**src/rtl/idelay_load_arbiter.sv**
```systemverilog
// idelay_load_arbiter
//   Shares one IDELAY variable-load port between the HS400 tuning engine
//   (tun_*) and the manual/register override path (man_*). Each granted
//   request is sequenced as LOAD -> SETTLE -> (CHECK) -> ACK. The sequence
//   ends with a one-cycle ack to the granted side.
//
// Ports
//   clk, rst              clock, asynchronous active-low reset
//   tun_req/tun_val       tuning request and requested tap
//   tun_ack/tun_err       tuning done pulse, error qualifier (valid with ack)
//   man_req/man_val       manual request and requested tap
//   man_ack/man_err       manual done pulse, error qualifier (valid with ack)
//   busy                  high whenever the FSM is not IDLE
//   cur_val               last tap value committed without error
//   cntval_in/cntval_load IDELAY CNTVALUEIN / LD (LD is a one-cycle pulse)
//   cntval_out            IDELAY CNTVALUEOUT readback
//
// Configuration macro: IDLY_READBACK_CHK_EN
//   defined   -> readback compare after settling, with up to RETRY_MAX reloads
//   undefined -> no compare; SETTLE goes straight to ACK and err is tied 0
module idelay_load_arbiter #(
    parameter int CNT_W      = 5,
    parameter int SETTLE_CYC = 4,
    parameter int RETRY_MAX  = 2
) (
    input  logic             clk,
    input  logic             rst,
    input  logic             tun_req,
    input  logic [CNT_W-1:0] tun_val,
    output logic             tun_ack,
    output logic             tun_err,
    input  logic             man_req,
    input  logic [CNT_W-1:0] man_val,
    output logic             man_ack,
    output logic             man_err,
    output logic             busy,
    output logic [CNT_W-1:0] cur_val,
    output logic [CNT_W-1:0] cntval_in,
    output logic             cntval_load,
    input  logic [CNT_W-1:0] cntval_out
);

    localparam int SC_W = $clog2(SETTLE_CYC + 1);

    typedef enum logic [2:0] {S_IDLE, S_LOAD, S_SETTLE, S_CHECK, S_ACK} state_t;

    state_t           state_q, state_d;
    logic [CNT_W-1:0] tgt_q, tgt_d;       // also drives cntval_in
    logic [CNT_W-1:0] cur_q, cur_d;
    logic [SC_W-1:0]  cnt_q, cnt_d;
    logic             gid_q, gid_d;       // 0 = tuning, 1 = manual
    logic             rr_q, rr_d;         // side that wins a tie
    logic             pick_man;

`ifdef IDLY_READBACK_CHK_EN
    localparam int AT_W = (RETRY_MAX > 0) ? $clog2(RETRY_MAX + 1) : 1;
    logic [AT_W-1:0] att_q, att_d;
    logic            err_q, err_d;
`else
    logic unused_cntval;
    assign unused_cntval = ^cntval_out;
`endif

    // State register and datapath registers
    always_ff @(posedge clk or negedge rst) begin
        if (!rst) begin
            state_q <= S_IDLE;
            tgt_q   <= '0;
            cur_q   <= '0;
            cnt_q   <= '0;
            gid_q   <= 1'b0;
            rr_q    <= 1'b0;
`ifdef IDLY_READBACK_CHK_EN
            att_q   <= '0;
            err_q   <= 1'b0;
`endif
        end else begin
            state_q <= state_d;
            tgt_q   <= tgt_d;
            cur_q   <= cur_d;
            cnt_q   <= cnt_d;
            gid_q   <= gid_d;
            rr_q    <= rr_d;
`ifdef IDLY_READBACK_CHK_EN
            att_q   <= att_d;
            err_q   <= err_d;
`endif
        end
    end

    // Next-state logic
    always_comb begin
        state_d  = state_q;
        tgt_d    = tgt_q;
        cur_d    = cur_q;
        cnt_d    = cnt_q;
        gid_d    = gid_q;
        rr_d     = rr_q;
        pick_man = man_req && (!tun_req || rr_q);
`ifdef IDLY_READBACK_CHK_EN
        att_d    = att_q;
        err_d    = err_q;
`endif
        case (state_q)
            S_IDLE: begin
                if (tun_req || man_req) begin
                    gid_d   = pick_man;
                    tgt_d   = pick_man ? man_val : tun_val;
                    // Tie priority goes to the side that did not just win.
                    rr_d    = ~pick_man;
`ifdef IDLY_READBACK_CHK_EN
                    att_d   = '0;
`endif
                    state_d = S_LOAD;
                end
            end
            S_LOAD: begin
                cnt_d   = SC_W'(SETTLE_CYC - 1);
                state_d = S_SETTLE;
            end
            S_SETTLE: begin
                if (cnt_q == '0) begin
`ifdef IDLY_READBACK_CHK_EN
                    state_d = S_CHECK;
`else
                    cur_d   = tgt_q;
                    state_d = S_ACK;
`endif
                end else begin
                    cnt_d = cnt_q - 1'b1;
                end
            end
`ifdef IDLY_READBACK_CHK_EN
            S_CHECK: begin
                if (cntval_out == tgt_q) begin
                    err_d   = 1'b0;
                    cur_d   = tgt_q;
                    state_d = S_ACK;
                end else if (int'(att_q) < RETRY_MAX) begin
                    att_d   = att_q + 1'b1;
                    state_d = S_LOAD;
                end else begin
                    err_d   = 1'b1;
                    state_d = S_ACK;
                end
            end
`endif
            S_ACK:   state_d = S_IDLE;
            default: state_d = S_IDLE;
        endcase
    end

    // Outputs
    always_comb begin
        busy        = (state_q != S_IDLE);
        cntval_load = (state_q == S_LOAD);
        cntval_in   = tgt_q;
        cur_val     = cur_q;
        tun_ack     = (state_q == S_ACK) && !gid_q;
        man_ack     = (state_q == S_ACK) &&  gid_q;
`ifdef IDLY_READBACK_CHK_EN
        tun_err     = tun_ack && err_q;
        man_err     = man_ack && err_q;
`else
        tun_err     = 1'b0;
        man_err     = 1'b0;
`endif
    end

endmodule

```
**config.mk**
```make
export PLATFORM = sky130hd
export DESIGN_NAME = idelay_load_arbiter
export DESIGN_NICKNAME = d
export VERILOG_FILES = /design/src/rtl/idelay_load_arbiter.sv
export SDC_FILE = /design/constraint.sdc
export NUM_CORES = 1
export LEC_CHECK = 0
export BUFFER_PORTS_ARGS = -buffer_cell sky130_fd_sc_hd__buf_2
export CAP_MARGIN = 25
export CORE_MARGIN = 5
export CORE_UTILIZATION = 35
export DETAILED_ROUTE_END_ITERATION = 16
export PLACE_DENSITY = 0.62
export SYNTH_ARGS = -nofsm -noshare
export SYNTH_HDL_FRONTEND = slang
export SYNTH_SLANG_ARGS = --single-unit
```
**constraint.sdc**
```tcl
create_clock -name clk -period 1.7 [get_ports clk]
set_input_delay 0.17 -clock clk [delete_from_list [all_inputs] [get_ports clk]]
set_output_delay 0.17 -clock clk [all_outputs]
set_load 0.01 [all_outputs]
```
==> results of run 1 <==
==> kinds of logic after synthesis <==
kind of cell | after synthesis
buffers and inverters | 10
flip-flops | 18
adder cells (fa/ha/maj) | 2
multiplexers | 5
other | 1
AO/OA/AOI/OAI | 23
AND/OR/NAND/NOR | 18
==> layout by cell type (no fill, tap or decap), types with 2 or more instances in the layout <==
master and instances:
sky130_fd_sc_hd__nor3_4 2, sky130_fd_sc_hd__buf_4 3, sky130_fd_sc_hd__o32ai_1 5, sky130_fd_sc_hd__a21oi_1 5, sky130_fd_sc_hd__nor2_1 2, sky130_fd_sc_hd__nand2b_1 2
sky130_fd_sc_hd__inv_2 2, sky130_fd_sc_hd__buf_2 27, sky130_fd_sc_hd__inv_1 3, sky130_fd_sc_hd__mux2_2 5, sky130_fd_sc_hd__clkbuf_4 3, sky130_fd_sc_hd__buf_6 2
sky130_fd_sc_hd__nand2_1 4, sky130_fd_sc_hd__dfrtp_1 18, sky130_fd_sc_hd__a2bb2oi_1 5, sky130_fd_sc_hd__conb_1 2
==> cell type report <==
type,instances,area share
Inverter,5,0.0166
Clock buffer,4,0.0322
Sequential cell,18,0.400
Tap cell,30,0.0333
Timing Repair Buffer,33,0.169
Multi-Input combinational cell,50,0.350
==> final timing paths <==
check,slack (ns),startpoint,depth (start not counted),end
max,0.06,cnt_q[0]$_DFFE_PN0P_,7,cur_val[3]$_DFFE_PN0P_
min,0.14,man_req,2,rr_q$_DFFE_PN0P_
max reg2reg,0.06,cnt_q[0]$_DFFE_PN0P_,7,cur_val[3]$_DFFE_PN0P_
min reg2reg,0.51,cur_val[4]$_DFFE_PN0P_,1,cur_val[4]$_DFFE_PN0P_
max in group asynchronous,1.08,rst,2,cur_val[2]$_DFFE_PN0P_
min in group asynchronous,0.33,rst,2,cnt_q[2]$_DFFE_PN0P_
==> stage by stage <==
stage / std cells / hold WS [ns]
after floorplan: 78 / -0.126
final: 140 / 0.138
after global placement: 132 / 0.123
after CTS: 137 / 0.129
after global routing: 140 / 0.126
after detailed placement: 132 / 0.129
==> routing by layer <==
layer	vias up	track usage	part of all wire
met3	2	0.0234	0.072
met1	345	0.142	0.45
li1	346	-	-
met5	-	0	0
met2	25	0.186	0.48
met4	0	0.0372	0.0053
==> synthesized netlist by cell type (2+ instances only) <==
| cell type | count |
|---|---|
| sky130_fd_sc_hd__ha_1 | 2 |
| sky130_fd_sc_hd__a21oi_1 | 5 |
| sky130_fd_sc_hd__inv_1 | 5 |
| sky130_fd_sc_hd__mux2_2 | 5 |
| sky130_fd_sc_hd__buf_6 | 2 |
| sky130_fd_sc_hd__nor2_1 | 2 |
| sky130_fd_sc_hd__nor3_4 | 2 |
| sky130_fd_sc_hd__nand2b_1 | 2 |
| sky130_fd_sc_hd__a2bb2oi_1 | 5 |
| sky130_fd_sc_hd__buf_4 | 3 |
| sky130_fd_sc_hd__nand2_1 | 5 |
| sky130_fd_sc_hd__o32ai_1 | 5 |
| sky130_fd_sc_hd__dfrtp_1 | 18 |
==> flip-flops by register name (all words and copies together), names as in the netlist <==
signal and cells:
gid_q 1, cntval_in 5, rr_q 1, cur_val 5
state_q 3, cnt_q 3
==> what timing repair did <==
item	in CTS	in global routing
endpoints found under the hold margin	18	0
hold buffers	1	0
buffers inserted	0	3
gates resized for setup	0	6
endpoints found under the setup margin	0	5
==> where the power goes <==
group	switching (uW)	total [uW]	internal, uW	leakage, uW
clock network	129	259	130	0.0000210
logic	445	897	452	0.000294
registers	168	790	622	0.000212
total	742	1950	1200	0.000527
==> run_summary.xml, run 1 <==
<?xml version="1.0" encoding="UTF-8"?>
<metrics>
  <group name="run_status">
    <metric name="run_status" unit="">complete, no violations</metric>
  </group>
  <group name="cts">
    <metric name="cts-root-buf" unit="">sky130_fd_sc_hd__clkbuf_4</metric>
    <metric name="tritoncts.num_buffers" unit="">3</metric>
    <metric name="clk_path_buf_depth" unit="">2</metric>
    <metric name="insertion_delay" unit="ns">0.28</metric>
    <metric name="tritoncts_num_sinks" unit="">18</metric>
    <metric name="cts_tree" unit="">yes</metric>
    <metric name="ctsHtreeMaxLevel" unit="">1</metric>
    <metric name="post_cts_clock_slew_at_the_launch_and_capture_registers_of_the_worst_setup_and_hold_paths" unit="ns">0.10</metric>
  </group>
  <group name="synthesis">
    <metric name="synth_top_family_by_area" unit="">compound AO/OA/AOI/OAI gates</metric>
    <metric name="synth_area" unit="um2">900</metric>
    <metric name="post_synthesis_compound_gate_area_fraction" unit="">0.196</metric>
    <metric name="fraction_of_the_yosys_area_taken_by_sequential_cells" unit="">0.501</metric>
    <metric name="post_synth_mux_area_share" unit="">0.0626</metric>
    <metric name="arithmetic_cell_share_of_the_synthesized_area_counting_full_adders_half_adders_and_majority_gates" unit="">0.0278</metric>
    <metric name="number_of_enable_flip_flop_cells_after_synthesis" unit="">0</metric>
    <metric name="synth.avg_cell_area" unit="um2">11.7</metric>
    <metric name="yosysTopAreaCell" unit="">sky130_fd_sc_hd__dfrtp_1</metric>
    <metric name="post_synth_inst_count" unit="">77</metric>
    <metric name="synth-seq-cells" unit="">18</metric>
    <metric name="synth_area_leaders" unit="">sky130_fd_sc_hd__dfrtp_1, sky130_fd_sc_hd__mux2_2, sky130_fd_sc_hd__a2bb2oi_1, sky130_fd_sc_hd__o32ai_1, sky130_fd_sc_hd__nor3_4</metric>
    <metric name="synth-simple-area-share" unit="">0.138</metric>
    <metric name="synth-async-reset-ratio" unit="">1.00</metric>
    <metric name="yosys_warn_count" unit="">0</metric>
    <metric name="synth-xor-area-share" unit="">0</metric>
    <metric name="synthDominantCellAreaShare" unit="">0.501</metric>
    <metric name="yosysUniqueCellTypes" unit="">29</metric>
    <metric name="yosys_most_used_dff" unit="">sky130_fd_sc_hd__dfrtp_1</metric>
  </group>
  <group name="drt">
    <metric name="totalWireLength" unit="um">1890</metric>
    <metric name="count_of_vias_placed_by_the_detailed_router" unit="">718</metric>
    <metric name="drt_pass1_iterations" unit="">4</metric>
    <metric name="final_antenna_net_count" unit="">0</metric>
    <metric name="drc_errors_left" unit="">0</metric>
    <metric name="wl_per_cell" unit="um">13.5</metric>
    <metric name="route.detailed.vias_per_inst" unit="">5.13</metric>
    <metric name="initialDrtViolationCount" unit="">12</metric>
  </group>
  <group name="floorplan">
    <metric name="fp.dieH" unit="um">60.7</metric>
    <metric name="core_region_area" unit="mm2">0.00248</metric>
    <metric name="die_w" unit="um">60.7</metric>
    <metric name="pin_count" unit="">35</metric>
    <metric name="dieArea" unit="mm2">0.00368</metric>
    <metric name="fp-row-count" unit="">18</metric>
    <metric name="initial_core_util" unit="">0.363</metric>
  </group>
  <group name="worst_setup_path">
    <metric name="critical-path-max-stage-delay" unit="ns">0.41</metric>
    <metric name="slowest_stage" unit="">sky130_fd_sc_hd__dfrtp_1</metric>
    <metric name="crit_path_cell_trace" unit="">inv_2 -&gt; ha_1 -&gt; ha_2 -&gt; nand2_2 -&gt; nor3_4 -&gt; buf_6 -&gt; mux2_2</metric>
    <metric name="required" unit="ns">1.88</metric>
    <metric name="critPathArrivalTime" unit="ns">1.82</metric>
    <metric name="timing.critical_path.from_type" unit="">flip-flop</metric>
    <metric name="critPathTopFamily" unit="">flip-flops</metric>
    <metric name="setup.worst_path.class" unit="">flip-flop to flip-flop</metric>
    <metric name="crit_path_max_fo" unit="">3</metric>
    <metric name="crit_path_end_kind" unit="">flip-flop</metric>
    <metric name="path_buf_inv" unit="">2</metric>
  </group>
  <group name="hold_path">
    <metric name="hold_removal_path_class" unit="">input port to flip-flop</metric>
  </group>
  <group name="timing">
    <metric name="totalNegativeSetupSlack" unit="ns">0</metric>
    <metric name="skew" unit="ns">0.00194</metric>
    <metric name="min_period" unit="ns">1.64</metric>
    <metric name="maxSlewViolCount" unit="">0</metric>
    <metric name="setup-violations-final" unit="">0</metric>
    <metric name="post-route-period-util" unit="">0.964</metric>
    <metric name="setup_slack" unit="ns">0.0614</metric>
    <metric name="hold_violations" unit="">0</metric>
    <metric name="maxClockFrequency" unit="GHz">0.610</metric>
  </group>
  <group name="global_routing">
    <metric name="grt_start_max_net_pins" unit="">19</metric>
    <metric name="via_count_of_the_first_global_routing_pass" unit="">699</metric>
    <metric name="gr-total-overflow" unit="">0</metric>
    <metric name="overall_global_routing_usage" unit="">0.111</metric>
    <metric name="grt_pass1_wl" unit="um">3060</metric>
    <metric name="antenna_violations_before_repair" unit="">0</metric>
  </group>
  <group name="pwr">
    <metric name="leakagePower" unit="uW">0.000527</metric>
    <metric name="power_density" unit="mW/mm2">1730</metric>
    <metric name="ir_drop" unit="uV">1010</metric>
    <metric name="power.total" unit="uW">1950</metric>
  </group>
  <group name="place">
    <metric name="post_dp_cell_area" unit="mm2">0.00105</metric>
    <metric name="place.port_buffers" unit="">27</metric>
    <metric name="placement.setup.worst_slack" unit="ns">0.0380</metric>
    <metric name="place_hpwl" unit="um">1460</metric>
    <metric name="globalplace.congestion" unit="">0.672</metric>
  </group>
  <group name="cells_and_area">
    <metric name="n_antenna_cell" unit="">0</metric>
    <metric name="post-route-util" unit="">0.455</metric>
    <metric name="nNetsFinal" unit="">132</metric>
    <metric name="area_taken_by_multi_input_logic_gates" unit="um2">394</metric>
    <metric name="final-seq-area" unit="um2">450</metric>
    <metric name="syn_to_final_growth" unit="%">25.3</metric>
    <metric name="layout-drive-gt1-share" unit="">0.445</metric>
    <metric name="stdcell_area" unit="mm2">0.00113</metric>
    <metric name="filler_cell_count" unit="">256</metric>
  </group>
  <group name="job">
    <metric name="maxCapViolCount" unit="">0</metric>
  </group>
</metrics>
Note: power is estimated with default switching activity, not from simulation.
==> run 2: changes to the inputs <==
- CORE_MARGIN: 5 -> 10
- HOLD_SLACK_MARGIN: default -> 0.15
==> run_summary.xml, run 2 (synthesis results as in run 1) <==
<?xml version="1.0" encoding="UTF-8"?>
<metrics>
  <group name="cts">
    <metric name="tritoncts.num_buffers" unit="">3</metric>
    <metric name="insertion_delay" unit="ns">0.29</metric>
    <metric name="clk_path_buf_depth" unit="">2</metric>
    <metric name="ctsHtreeMaxLevel" unit="">1</metric>
    <metric name="tritoncts_num_sinks" unit="">18</metric>
    <metric name="post_cts_clock_slew_at_the_launch_and_capture_registers_of_the_worst_setup_and_hold_paths" unit="ns">0.10</metric>
    <metric name="cts-root-buf" unit="">sky130_fd_sc_hd__clkbuf_4</metric>
    <metric name="cts_tree" unit="">yes</metric>
  </group>
  <group name="worst_setup_path">
    <metric name="crit_path_max_fo" unit="">3</metric>
    <metric name="r2r_slack" unit="ns">0.11</metric>
    <metric name="timing.critical_path.from_type" unit="">flip-flop</metric>
    <metric name="required" unit="ns">1.88</metric>
    <metric name="setup.worst_path.class" unit="">flip-flop to flip-flop</metric>
    <metric name="crit_path_end_kind" unit="">flip-flop</metric>
    <metric name="critPathArrivalTime" unit="ns">1.77</metric>
  </group>
  <group name="cells_and_area">
    <metric name="area_taken_by_multi_input_logic_gates" unit="um2">414</metric>
    <metric name="filler_cell_count" unit="">245</metric>
    <metric name="post-route-util" unit="">0.471</metric>
    <metric name="layout-drive-gt1-share" unit="">0.432</metric>
    <metric name="nNetsFinal" unit="">133</metric>
    <metric name="final-seq-area" unit="um2">450</metric>
    <metric name="n_antenna_cell" unit="">0</metric>
    <metric name="syn_to_final_growth" unit="%">28.7</metric>
    <metric name="most-common-layout-cells" unit="">sky130_fd_sc_hd__buf_2, sky130_fd_sc_hd__dfrtp_1</metric>
    <metric name="layout_commonest_cell" unit="">sky130_fd_sc_hd__buf_2</metric>
  </group>
  <group name="drt">
    <metric name="wl_per_cell" unit="um">14.4</metric>
    <metric name="totalWireLength" unit="um">2040</metric>
    <metric name="route.detailed.vias_per_inst" unit="">5.03</metric>
    <metric name="drt_pass1_iterations" unit="">4</metric>
    <metric name="final_antenna_net_count" unit="">0</metric>
    <metric name="initialDrtViolationCount" unit="">9</metric>
    <metric name="drc_errors_left" unit="">0</metric>
    <metric name="count_of_vias_placed_by_the_detailed_router" unit="">709</metric>
  </group>
  <group name="global_routing">
    <metric name="via_count_of_the_first_global_routing_pass" unit="">812</metric>
    <metric name="antenna_violations_before_repair" unit="">0</metric>
    <metric name="grt_pass1_wl" unit="um">3660</metric>
    <metric name="overall_global_routing_usage" unit="">0.0851</metric>
    <metric name="grt_start_max_net_pins" unit="">19</metric>
    <metric name="gr-total-overflow" unit="">0</metric>
  </group>
  <group name="place">
    <metric name="place.port_buffers" unit="">27</metric>
    <metric name="globalplace.congestion" unit="">0.694</metric>
    <metric name="place_hpwl" unit="um">1610</metric>
    <metric name="placement.setup.worst_slack" unit="ns">0.0111</metric>
  </group>
  <group name="timing">
    <metric name="setup-violations-final" unit="">0</metric>
    <metric name="setup_slack" unit="ns">0.111</metric>
    <metric name="post-route-period-util" unit="">0.935</metric>
    <metric name="maxSlewViolCount" unit="">0</metric>
    <metric name="skew" unit="ns">0.00583</metric>
    <metric name="hold_violations" unit="">0</metric>
    <metric name="whs" unit="ns">0.192</metric>
    <metric name="totalNegativeSetupSlack" unit="ns">0</metric>
    <metric name="min_period" unit="ns">1.59</metric>
    <metric name="maxClockFrequency" unit="GHz">0.629</metric>
    <metric name="grt_setup_unrepaired" unit="">no</metric>
  </group>
  <group name="floorplan">
    <metric name="fp.dieH" unit="um">70.7</metric>
    <metric name="die_w" unit="um">70.7</metric>
    <metric name="core_region_area" unit="mm2">0.00245</metric>
    <metric name="pin_count" unit="">35</metric>
    <metric name="fp-row-count" unit="">18</metric>
    <metric name="initial_core_util" unit="">0.366</metric>
    <metric name="dieArea" unit="mm2">0.00500</metric>
  </group>
  <group name="pwr">
    <metric name="power.total" unit="uW">1990</metric>
    <metric name="leakagePower" unit="uW">0.000532</metric>
    <metric name="power_density" unit="mW/mm2">1720</metric>
    <metric name="ir_drop" unit="uV">895</metric>
  </group>
  <group name="job">
    <metric name="maxCapViolCount" unit="">0</metric>
  </group>
  <group name="hold_path">
    <metric name="hold_removal_path_class" unit="">input port to flip-flop</metric>
  </group>
  <group name="run_status">
    <metric name="run_status" unit="">complete, no violations</metric>
  </group>
</metrics>
-- run 2: cell types whose count changed in the layout (fill, tap and decap cells not counted), sizes merged --
cell / previous run / this run
dlygate4sd3: 1 / 2
-- run 2: final timing paths --
path | startpoint | cells past startpoint | to
max | cnt_q[1]$_DFFE_PN0P_ | 7 | cur_val[2]$_DFFE_PN0P_
min | tun_val[4] | 3 | cntval_in[4]$_DFFE_PN0P_
max reg2reg | cnt_q[1]$_DFFE_PN0P_ | 7 | cur_val[2]$_DFFE_PN0P_
min reg2reg | cur_val[1]$_DFFE_PN0P_ | 1 | cur_val[1]$_DFFE_PN0P_
max in group asynchronous | rst | 2 | rr_q$_DFFE_PN0P_
min in group asynchronous | rst | 2 | cnt_q[2]$_DFFE_PN0P_
-- run 2: what timing repair did --
action,CTS,global route
endpoints found under the setup margin,2,6
endpoints found under the hold margin,19,0
hold buffers,2,0
gates resized for setup,0,7
pin swaps,1,3
setup buffers,2,1
-- run 2: power breakdown --
part	switching [uW]	internal [uW]	leakage (uW)	total (uW)
logic	467	473	0.000299	940
clock network	131	130	0.0000210	262
registers	168	622	0.000212	790
total	766	1230	0.000532	1990
-- run 2: per-stage QoR --
stage                     cells  area [um2]
final                       141        1160
after global routing        141        1160
after CTS                   140        1120
after detailed placement    132        1050
after global placement      132        1050
after floorplan              78         903
-- run 2: critical path, stage by stage (launching register included) --
cell,delay (ns)
sky130_fd_sc_hd__dfrtp_1,0.39
sky130_fd_sc_hd__inv_1,0.11
sky130_fd_sc_hd__ha_4,0.15
sky130_fd_sc_hd__ha_4,0.13
sky130_fd_sc_hd__nand2_1,0.08
sky130_fd_sc_hd__nor3_4,0.16
sky130_fd_sc_hd__buf_6,0.14
sky130_fd_sc_hd__mux2_2,0.32
-- run 2: layout make-up --
class	instances	area share
Tap cell	30	0.0324
Timing Repair Buffer	34	0.173
Multi-Input combinational cell	50	0.358
Inverter	5	0.0162
Sequential cell	18	0.389
Clock buffer	4	0.0314
-- run 2: per-layer routing --
metal  share of wire  global-route usage
met3           0.083              0.0363
met4          0.0039              0.0366
met1            0.44              0.0971
met5               0                   0
met2            0.47               0.136
